## src/rtl/bus_interconnect.sv

```systemverilog
// rtl/bus_interconnect.sv - registered base/mask bus decoder with timeout watchdog
// Optional fault statistics counter enabled by BUS_INTERCONNECT_STATS_EN.
module bus_interconnect #(
  parameter int                         NUM_SLAVES     = 5,
  parameter logic [NUM_SLAVES*32-1:0]   SLAVE_BASE     = {NUM_SLAVES{32'h0}},
  parameter logic [NUM_SLAVES*32-1:0]   SLAVE_MASK     = {NUM_SLAVES{32'hFFFFFFFF}},
  parameter int                         TIMEOUT_CYCLES = 255
) (
  input  logic                       clk,
  input  logic                       reset_n,
  input  logic [31:0]                m_address_in,
  input  logic                       m_read_in,
  input  logic                       m_write_in,
  input  logic [3:0]                 m_write_mask_in,
  input  logic [31:0]                m_write_value_in,
  output logic [31:0]                m_read_value_out,
  output logic                       m_ready_out,
  output logic                       m_fault_out,
  output logic [NUM_SLAVES-1:0]      s_sel_out,
  output logic [31:0]                s_address_out,
  output logic                       s_read_out,
  output logic                       s_write_out,
  output logic [3:0]                 s_write_mask_out,
  output logic [31:0]                s_write_value_out,
  input  logic [NUM_SLAVES*32-1:0]   s_read_value_in,
  input  logic [NUM_SLAVES-1:0]      s_ready_in,
  output logic [15:0]                fault_count_out
);

  localparam int IW = (NUM_SLAVES > 1) ? $clog2(NUM_SLAVES) : 1;
  localparam int CW = (TIMEOUT_CYCLES > 0) ? $clog2(TIMEOUT_CYCLES + 1) : 1;

  typedef enum logic [1:0] {IDLE, ACCESS, RESP} state_t;

  state_t                 state_q;
  logic [31:0]            addr_q, wdata_q, rdata_q;
  logic                   rd_q, wr_q, ready_q, fault_q;
  logic [3:0]             mask_q;
  logic [IW-1:0]          idx_q;
  logic [NUM_SLAVES-1:0]  sel_q;
  logic [CW-1:0]          cnt_q;

  logic                   dec_hit;
  logic [IW-1:0]          dec_idx;
  logic                   slv_ready;
  logic [31:0]            slv_rdata;
  logic                   timeout_hit;

  // Scan downwards so the lowest matching index is the last one written.
  always_comb begin
    dec_hit = 1'b0;
    dec_idx = '0;
    for (int i = NUM_SLAVES - 1; i >= 0; i--) begin
      if ((m_address_in & SLAVE_MASK[32*i +: 32]) == SLAVE_BASE[32*i +: 32]) begin
        dec_hit = 1'b1;
        dec_idx = IW'(i);
      end
    end
  end

  always_comb begin
    slv_ready = 1'b0;
    slv_rdata = '0;
    for (int i = 0; i < NUM_SLAVES; i++) begin
      if (idx_q == IW'(i)) begin
        slv_ready = s_ready_in[i];
        slv_rdata = s_read_value_in[32*i +: 32];
      end
    end
  end

  assign timeout_hit = (TIMEOUT_CYCLES != 0) && (cnt_q == CW'(TIMEOUT_CYCLES - 1));

  always_ff @(posedge clk or negedge reset_n) begin
    if (!reset_n) begin
      state_q <= IDLE;
      addr_q  <= '0;
      wdata_q <= '0;
      rdata_q <= '0;
      rd_q    <= 1'b0;
      wr_q    <= 1'b0;
      ready_q <= 1'b0;
      fault_q <= 1'b0;
      mask_q  <= '0;
      idx_q   <= '0;
      sel_q   <= '0;
      cnt_q   <= '0;
    end else begin
      case (state_q)
        IDLE: begin
          if (m_read_in || m_write_in) begin
            addr_q  <= m_address_in;
            wdata_q <= m_write_value_in;
            rd_q    <= m_read_in;
            wr_q    <= m_write_in;
            mask_q  <= m_read_in ? 4'h0 : m_write_mask_in;
            if ((m_read_in && m_write_in) || !dec_hit) begin
              ready_q <= 1'b1;
              fault_q <= 1'b1;
              rdata_q <= '0;
              state_q <= RESP;
            end else begin
              idx_q   <= dec_idx;
              sel_q   <= NUM_SLAVES'(1) << dec_idx;
              state_q <= ACCESS;
            end
          end
        end
        ACCESS: begin
          if (slv_ready) begin
            ready_q <= 1'b1;
            fault_q <= 1'b0;
            rdata_q <= rd_q ? slv_rdata : 32'h0;
            sel_q   <= '0;
            state_q <= RESP;
          end else if (timeout_hit) begin
            ready_q <= 1'b1;
            fault_q <= 1'b1;
            rdata_q <= '0;
            sel_q   <= '0;
            state_q <= RESP;
          end else if (cnt_q != '1) begin
            cnt_q <= cnt_q + 1'b1;
          end
        end
        RESP: begin
          ready_q <= 1'b0;
          fault_q <= 1'b0;
          rdata_q <= '0;
          cnt_q   <= '0;
          state_q <= IDLE;
        end
        default: state_q <= IDLE;
      endcase
    end
  end

  assign m_ready_out       = ready_q;
  assign m_fault_out       = fault_q;
  assign m_read_value_out  = rdata_q;
  assign s_sel_out         = sel_q;
  assign s_address_out     = addr_q;
  assign s_read_out        = rd_q;
  assign s_write_out       = wr_q;
  assign s_write_mask_out  = mask_q;
  assign s_write_value_out = wdata_q;

`ifdef BUS_INTERCONNECT_STATS_EN
  logic [15:0] fault_cnt_q;

  always_ff @(posedge clk or negedge reset_n) begin
    if (!reset_n) begin
      fault_cnt_q <= '0;
    end else if (state_q == RESP && fault_q && fault_cnt_q != 16'hFFFF) begin
      fault_cnt_q <= fault_cnt_q + 16'd1;
    end
  end

  assign fault_count_out = fault_cnt_q;
`else
  assign fault_count_out = 16'h0;
`endif

endmodule
```

## config.mk

```make
export PLATFORM = sky130hd
export DESIGN_NAME = bus_interconnect
export DESIGN_NICKNAME = d
export VERILOG_FILES = /design/src/rtl/bus_interconnect.sv
export SDC_FILE = /design/constraint.sdc
export NUM_CORES = 1
export LEC_CHECK = 0
export ABC_AREA = 1
export BUFFER_PORTS_ARGS = -buffer_cell sky130_fd_sc_hd__buf_2
export CAP_MARGIN = 40
export CORE_AREA = 2 2 139 141
export DETAILED_ROUTE_END_ITERATION = 12
export DIE_AREA = 0 0 141 143
export PLACE_DENSITY = 0.66
export SETUP_SLACK_MARGIN = 0.3
export SLEW_MARGIN = 20
export SYNTH_ARGS = -nofsm -noshare
export SYNTH_HDL_FRONTEND = slang
export SYNTH_SLANG_ARGS = --single-unit
export TNS_END_PERCENT = 1
```

## constraint.sdc

```tcl
create_clock -name clk -period 4.2 [get_ports clk]
set_clock_uncertainty 0.15 [all_clocks]
set_input_delay 0.63 -clock clk [delete_from_list [all_inputs] [get_ports clk]]
set_output_delay 0.63 -clock clk [all_outputs]
set_load 0.005 [all_outputs]
```

## Word-level counts from Yosys, hierarchy flattened

Cells that the tools add are included.

- Flip-flop bits (word level): 119
- Input port bits: 237
- Output and inout bits: 125
- Word-level logic and storage cells: 66

- Add/sub/neg operators: 1
- Equality and inequality tests: 11
- Muxes and demuxes: 29
- Reductions and logical operators: 14

Operators by type and width:

| cell | number |
|---|---|
| $mux W32 | 5 |
| $pmux W32 S3 | 1 |
| $logic_not A32 Y1 | 1 |
| $mux W8 | 3 |
| $mux W5 | 4 |
| $pmux W8 S2 | 1 |
| $ne A2 B2 Y1 const B | 6 |
| $reduce_and A4 Y1 | 3 |
| $pmux W5 S2 | 1 |
| $add A8 B1 Y8 const B | 1 |
| $eq A8 B8 Y1 const B | 1 |
| $mux W2 | 4 |
| $ne A8 B8 Y1 const B | 1 |
| $mux W1 | 6 |
| $pmux W1 S3 | 2 |
| $mux W4 | 1 |
| $pmux W2 S2 | 1 |
| $reduce_and A2 Y1 | 2 |
| $reduce_bool A2 Y1 | 2 |
| $ne A3 B3 Y1 const B | 1 |
| $reduce_bool A3 Y1 | 1 |
| $eq A2 B1 Y1 const B | 1 |
| $eq A2 B2 Y1 const B | 1 |
| $logic_not A2 Y1 | 1 |
| other kinds (3) | 4 |

## Longest topological paths before layout

Gate-level depths: netlist of run 1.

- Depth after elaboration: 7
- Depth in mapped cells: 10
- Gate-level depth less buffers: 10

## Worst setup path after synthesis of run 1

Ideal clock, no wire load.

- Kind: input-to-reg
- Start: in m_address_in[24]
- End: reg rdata_q[10] (netlist: m_read_value_out[10])
- Setup time: 65 ps
- Arrival time: 1484 ps
- Required time: 3985 ps
- Slack: 2501 ps
- Cell stages on the path: 10
- Buffers on the path: 1
- Cells stage by stage: inv_1 -> nand2_1 -> nor2_1 -> nand2_1 -> nor2_1 -> nand4_1 -> nand2_4 -> buf_6 -> nand2_1 -> nand2_1

- Cells in the longest elaborated chain, start to end: 6

RTL lines:

| what | RTL line | source |
|---|---|---|
| from (decl) | 11 | `input logic [31:0] m_address_in,` |
| $logic_not A32 Y1 | 54 | `if ((m_address_in & SLAVE_MASK[32*i +: 32]) == SLAVE_BASE[32*i +: 32]) begin` |
| $mux W1 | 54 |  |
| $logic_not A1 Y1 | 97 | `if ((m_read_in && m_write_in) \|\| !dec_hit) begin` |
| $logic_or A1 B1 Y1 | 97 |  |
| $ne A2 B2 Y1 (no line) | - |  |
| $reduce_and A4 Y1 (no line) | - |  |
| to (signal assigned) | 113 | `rdata_q <= rd_q ? slv_rdata : 32'h0;` |
| to (decl) | 36 | `logic [31:0] addr_q, wdata_q, rdata_q;` |

Every way passes these cells.
A chain may end at the register's enable or synchronous reset.

## Final worst setup path of run 1

- Start: in m_address_in[29]
- End: reg rdata_q[6] (netlist: m_read_value_out[6])

Same word-level chain as after synthesis.

==> results of run 1 <==
worst max-delay path, cell delays in order:
cell and delay [ns]:
buf_2 0.11, nor2_1 0.17, nand4_1 0.10, nor2_1 0.24
nand4_1 0.26, nand2_4 0.38, nand2_1 0.09, nand2_1 0.08
cells in the final DEF, fill, tap and decap left out, types with 2 or more instances in the layout:
master | Yosys | final
clkinvlp_4 | 0 | 2
nor2_4 | 2 | 3
nor2_1 | 23 | 22
clkbuf_16 | 0 | 17
buf_4 | 25 | 6
nand3_1 | 16 | 16
a21oi_1 | 2 | 2
nand2_2 | 3 | 4
clkinv_2 | 0 | 6
buf_16 | 0 | 2
o21ai_1 | 2 | 2
bufinv_16 | 0 | 3
ha_1 | 2 | 2
nand2_1 | 313 | 312
nand4_1 | 3 | 3
o21ai_0 | 19 | 19
diode_2 | 0 | 2
buf_2 | 5 | 208
inv_1 | 32 | 32
clkbuf_8 | 0 | 2
nor2_2 | 3 | 3
conb_1 | 1 | 20
dfrtp_1 | 115 | 115
synthesized netlist by cell type:
master    number  area share [%]
nor2_4         2            0.46
o31ai_1        1            0.15
o21ai_0       19             1.9
inv_1         32             2.5
a22o_1         1            0.18
buf_1          5            0.38
nor2_1        23             1.8
buf_2          5            0.51
nor3_1         1            0.10
nand3b_1       1            0.15
ha_1           2            0.51
clkbuf_1       2            0.15
dfrtp_1      115              59
nand4_1        3            0.38
inv_2          1           0.077
buf_4         25             3.8
o21ai_1        2            0.20
nand2_2        3            0.38
nand2_4        1            0.23
nor2_2         3            0.38
buf_6          3            0.69
conb_1         1           0.077
nand3_1       16             1.6
clkinv_1       1           0.077
a31o_2         1            0.18
nand2_1      313              24
nand3_2        1            0.20
a21oi_1        2            0.20
flip-flops by register name (all words and copies together) (netlist names), 2 cells and up:
| name | count |
|---|---|
| s_address_out | 32 |
| s_write_mask_out | 4 |
| s_write_value_out | 32 |
| m_read_value_out | 32 |
| state_q | 2 |
| cnt_q | 8 |
report_power, final:
part,internal (mW),switching (mW)
Sequential,1.45,0.174
Clock,0.953,0.500
Combinational,0.474,0.686
routing by layer:
metal	vias to the layer above	part of all wire [%]
li1	2176	-
met2	133	44
met1	1916	47
met4	0	1.3
met5	-	0
met3	12	7.6
worst max-delay path by stage:
stage	start	endpoint	slack, ns	depth (start not counted)
6_report	m_address_in[29]	m_read_value_out[6]$_DFFE_PN0P_	2.31	8
5_1_grt	m_address_in[29]	m_read_value_out[7]$_DFFE_PN0P_	2.14	8
3_5_place_dp	m_address_in[29]	m_read_value_out[18]$_DFFE_PN0P_	1.85	8
4_1_cts	m_address_in[29]	m_read_value_out[18]$_DFFE_PN0P_	2.27	8
3_3_place_gp	m_read_in	s_write_value_out[3]$_DFFE_PN0P_	1.83	7
2_1_floorplan	m_address_in[24]	m_read_value_out[10]$_DFFE_PN0P_	2.50	10
kinds of logic (layout without fill, tap and decap cells):
family,count (synthesis),in the layout,synth area share [%]
and+or+nand+nor,367,367,29.67
DFF,115,115,58.72
buffers and inverters,74,283,8.169
AOI/OAI and AO/OA,26,26,2.859
adders and majority gates,2,2,0.5105
other,1,22,0.07652
metrics by stage:
| stage | std cells | hold slack (ns) | setup slack (ns) | total power [mW] |
|---|---|---|---|---|
| floorplan | 604 | 0.1844 | 2.501 | 2.208 |
| global placement | 1012 | 0.2998 | 1.826 | 2.766 |
| detailed placement | 1014 | 0.3036 | 1.845 | 2.800 |
| CTS | 1046 | 0.2390 | 2.269 | 4.286 |
| global route | 1048 | 0.2479 | 2.141 | 4.557 |
| finish | 1049 | 0.2596 | 2.312 | 4.237 |
area by class of cell:
type                            instances  area, µm²  share of cell area, %
Multi-Input combinational cell        415       1704                  25.17
Clock inverter                         11      135.1                  1.996
Inverter                               34      127.6                  1.885
Sequential cell                       115       2878                  42.51
Antenna cell                            2      5.005                0.07392
Timing Repair Buffer                  218       1171                  17.30
Clock buffer                           20      456.7                  6.746
Tap cell                              234      292.8                  4.325
==> results.toml, run 1 <==
[outcome]
status = "completed"

[floorplanning]
initial_utilization_pct = 26.38
dieWidth_um = 141
die-area_um2 = 20160
ios = 362
dieHeight_um = 143
rows = 50
core_um2 = 18580

[clock_tree]
cts_resized = 0
cts_hold_buf = 1
h-tree-depth = 4
clock-sinks = 115
cts_buffers = 17
postCtsSetupRepairBufs = 0
clockBufferDepth = 2
cts.clk_slew.worst_paths_ns = 0.05
cts_root_buf = "clkbuf_16"
clk-insertion-delay-late_ns = 0.41
cts_tree = "done"

[min_path]
min_to = "s_write_value_out[13]$_DFFE_PN0P_"
hp-class = "input port to flip-flop"
min_from = "m_write_value_in[13]"
min_path_cells = 3

[flow_run]
drv_cap = 0

[pwr]
p_leak_nw = 3.947
powerDensity_nw_per_um2 = 625.8
irDropWorstVdd_uv = 269.2

[critical_path]
crit_path_start_kind = "input port"
r2r_slack_ns = 2.36
arrival_ns = 2.08
cp.required_ns = 4.39
cp-end-kind = "flip-flop"
reg2reg_depth = 8
worstSetupPathType = "input port to flip-flop"
worstReg2RegStart = "state_q[1]$_DFFE_PN0P_"
timing.rr.end = "m_read_value_out[7]$_DFFE_PN0P_"
cp_max_fo = 34

[routing]
vias = 4237
ant_nets = 0
drtPass1Iterations = 4
first_iter_violations = 205
wirelength_mm = 13.83
post_drt_wl_per_cell_um = 13.18
vias_per_cell = 4.039
drc = 0

[grt]
grt_usage_pct = 13.95
grt_pass1_wl_mm = 21.29
met3_usage_pct = 5.835
antenna_found_initial = 3
grt-busiest-layer = "met2"
grt_max_degree = 84
grt_use_met2_pct = 19.97
grt_pass1_vias = 3968
grt_overflow_total = 0
met1_usage_pct = 18.82

[synthesis]
avgSynthCellArea_um2 = 8.378
ys_ff_latch = 115
syn_inst = 585
syn_area_um2 = 4901
yosysSeqAreaShare_pct = 58.72
yosys_warnings = 0
yosysUniqueCellTypes = 28

[final_layout]
post-route-cell-area_um2 = 6770
final_util_pct = 36.44
finalNetCount = 1040
drive_above_1_share_pct = 32.10
fillers = 1907
syn_to_final_growth_pct = 38.14

[timing]
maxSlewViolCount = 0
tns_ns = 0
maxSlewHeadroom_pct = 52.49
fin_crit_ns = 1.888
rsz0062_at_grt = "no"
worstMarginPinSlew_ns = 0.7110
final-setup-viol-count = 0
period_share_pct = 44.94
finalHoldViolCount = 0
fmaxAchievable_mhz = 529.8

[place]
portBuffers = 209
placed_area_um2 = 6136
gp_congestion = 0.8152
dp_hpwl_mm = 10.24
Power figures use the tool's default switching activity.
==> inputs of run 2 (changes only) <==
==> constraint.sdc (replaced) <==
create_clock -name clk -period 1.75 [get_ports clk]
set_clock_uncertainty 0.15 [all_clocks]
set_input_delay 0.2625 -clock clk [delete_from_list [all_inputs] [get_ports clk]]
set_output_delay 0.2625 -clock clk [all_outputs]
set_load 0.005 [all_outputs]
==> results.toml, run 2 (synthesized netlist as in run 1, its figures left out) <==
[critical_path]
cp_max_fo = 34
crit_cells = 10
cp-end-kind = "flip-flop"
path_cells = "inv_1 > ha_1 > nand3_2 > nand2_2 > nand2_2 > nor2_4 > nand2_4 > buf_12 > nand2_1 > nand2_1"
crit_buf_inv = 2
endpoint = "m_read_value_out[20]$_DFFE_PN0P_"
worstSetupPathType = "flip-flop to flip-flop"
crit_family = "simple AND/OR/NAND/NOR gates"
reg2reg_depth = 10
crit_path_start_kind = "flip-flop"
timing.rr.end = "m_read_value_out[20]$_DFFE_PN0P_"
arrival_ns = 1.76
worstReg2RegStart = "cnt_q[0]$_DFFE_PN0P_"
startpoint = "cnt_q[0]$_DFFE_PN0P_"
slowest_stage = "dfrtp_1"
r2r_slack_ns = 0.14
crit_path_max_incr_delay_ns = 0.40
cp.required_ns = 1.90

[floorplanning]
dieWidth_um = 141
initial_utilization_pct = 26.38
core_um2 = 18580
ios = 362
dieHeight_um = 143
rows = 50
die-area_um2 = 20160

[routing]
first_iter_violations = 169
ant_nets = 0
vias_per_cell = 4.113
drtPass1Iterations = 6
vias = 4750
post_drt_wl_per_cell_um = 13.22
wirelength_mm = 15.27
drc = 0

[final_layout]
fin_cells = 1155
diodes = 0
syn_to_final_growth_pct = 61.35
final_cell_mix = "nand2_1 (310), buf_2 (208), dfrtp_1 (115), dlygate4sd3_1 (102), inv_1 (32)"
final_util_pct = 42.56
drive_above_1_share_pct = 29.53
finalNetCount = 1147
final_common_cell = "nand2_1"
post-route-cell-area_um2 = 7908

[pwr]
irDropWorstVdd_uv = 854.2
p_leak_nw = 4.414
powerDensity_nw_per_um2 = 1346

[clock_tree]
cts.clk_slew.worst_paths_ns = 0.06
cts_root_buf = "clkbuf_16"
cts_tree = "done"
clock-sinks = 115
clk-insertion-delay-late_ns = 0.41
clockBufferDepth = 2
h-tree-depth = 4
cts_buffers = 17

[timing]
rsz0062_at_grt = "yes"
period_share_pct = 91.76
fmaxAchievable_mhz = 622.8
maxSlewViolCount = 0
finalHoldViolCount = 0
final-setup-viol-count = 0
fin_crit_ns = 1.606

[grt]
antenna_found_initial = 0
grt_pass1_wl_mm = 24.38
grt_pass1_vias = 4856
grt_max_degree = 72
grt_usage_pct = 15.78
grt_overflow_total = 0

[min_path]
hp-class = "input port to flip-flop"
min_path_cells = 4

[outcome]
status = "completed"

[place]
portBuffers = 209
placed_area_um2 = 6221
numPlacedInstances = 1019
dp_hpwl_mm = 10.25
gp_congestion = 0.7903

[flow_run]
drv_cap = 0
[run 2: metal layers]
metal / track usage [%] / vias up / routed length, µm
li1: - / 2388 / -
met1: 19.27 / 2169 / 6737
met2: 24.72 / 165 / 6828
met3: 6.740 / 28 / 1326
met4: 6.263 / 0 / 374
met5: 0 / - / 0
[run 2: per-stage QoR]
stage / total power [mW] / worst slack, ns / setup TNS [ns] / hold slack, ns
after detailed placement: 6.845 / -0.03212 / -0.3446 / 0.05983
final: 10.64 / 0.1443 / 0 / 0.006032
after CTS: 10.79 / 0.1400 / 0 / -0.006872
after global placement: 6.784 / -0.02607 / -0.6306 / 0.06043
after floorplan: 5.310 / 0.2547 / 0 / -0.1831
after global routing: 11.44 / 0.01632 / 0 / 0.02840
[run 2: power breakdown]
group          leakage (nW)  switching (mW)  internal, mW  total (mW)
Sequential             1.48           0.445          3.48        3.93
Combinational          2.63            1.76          1.31        3.07
Clock                 0.300            1.20          2.45        3.65
[run 2: cell type report]
class                   count  area [µm²]
inverters                  34       127.6
well taps                 234       292.8
repair buffers            324        2242
multi-input cells         416        1748
flip-flops and latches    115        2878
clock inverters            10       155.1
clock buffers              22       464.2
fillers                  1802       10670
[run 2: worst min-delay path by stage]
stage | start | endpoint | slack, ns
5_1_grt | s_ready_in[0] | state_q[0]$_DFFE_PN0P_ | 0.03
4_1_cts | s_ready_in[0] | state_q[0]$_DFFE_PN0P_ | -0.007
3_5_place_dp | reset_n | s_address_out[19]$_DFFE_PN0P_ | 0.06
3_3_place_gp | reset_n | s_address_out[19]$_DFFE_PN0P_ | 0.06
2_1_floorplan | reset_n | cnt_q[0]$_DFFE_PN0P_ | -0.18
6_report | s_ready_in[0] | state_q[0]$_DFFE_PN0P_ | 0.006
[run 2: worst min-delay path, stage by stage]
cell,delay (ns)
buf_2,0.10
nor2_1,0.05
nand2_2,0.07
nand2_1,0.05
[run 2: timing repair]
| action | in CTS | in global routing |
|---|---|---|
| hold endpoints to repair | 167 | 0 |
| hold buffers | 102 | 0 |
| pin swaps | 2 | 0 |
| setup buffers | 1 | 0 |
| gates resized for setup | 6 | 3 |
| gates cloned | 1 | 0 |
| endpoints found under the setup margin | 110 | 111 |
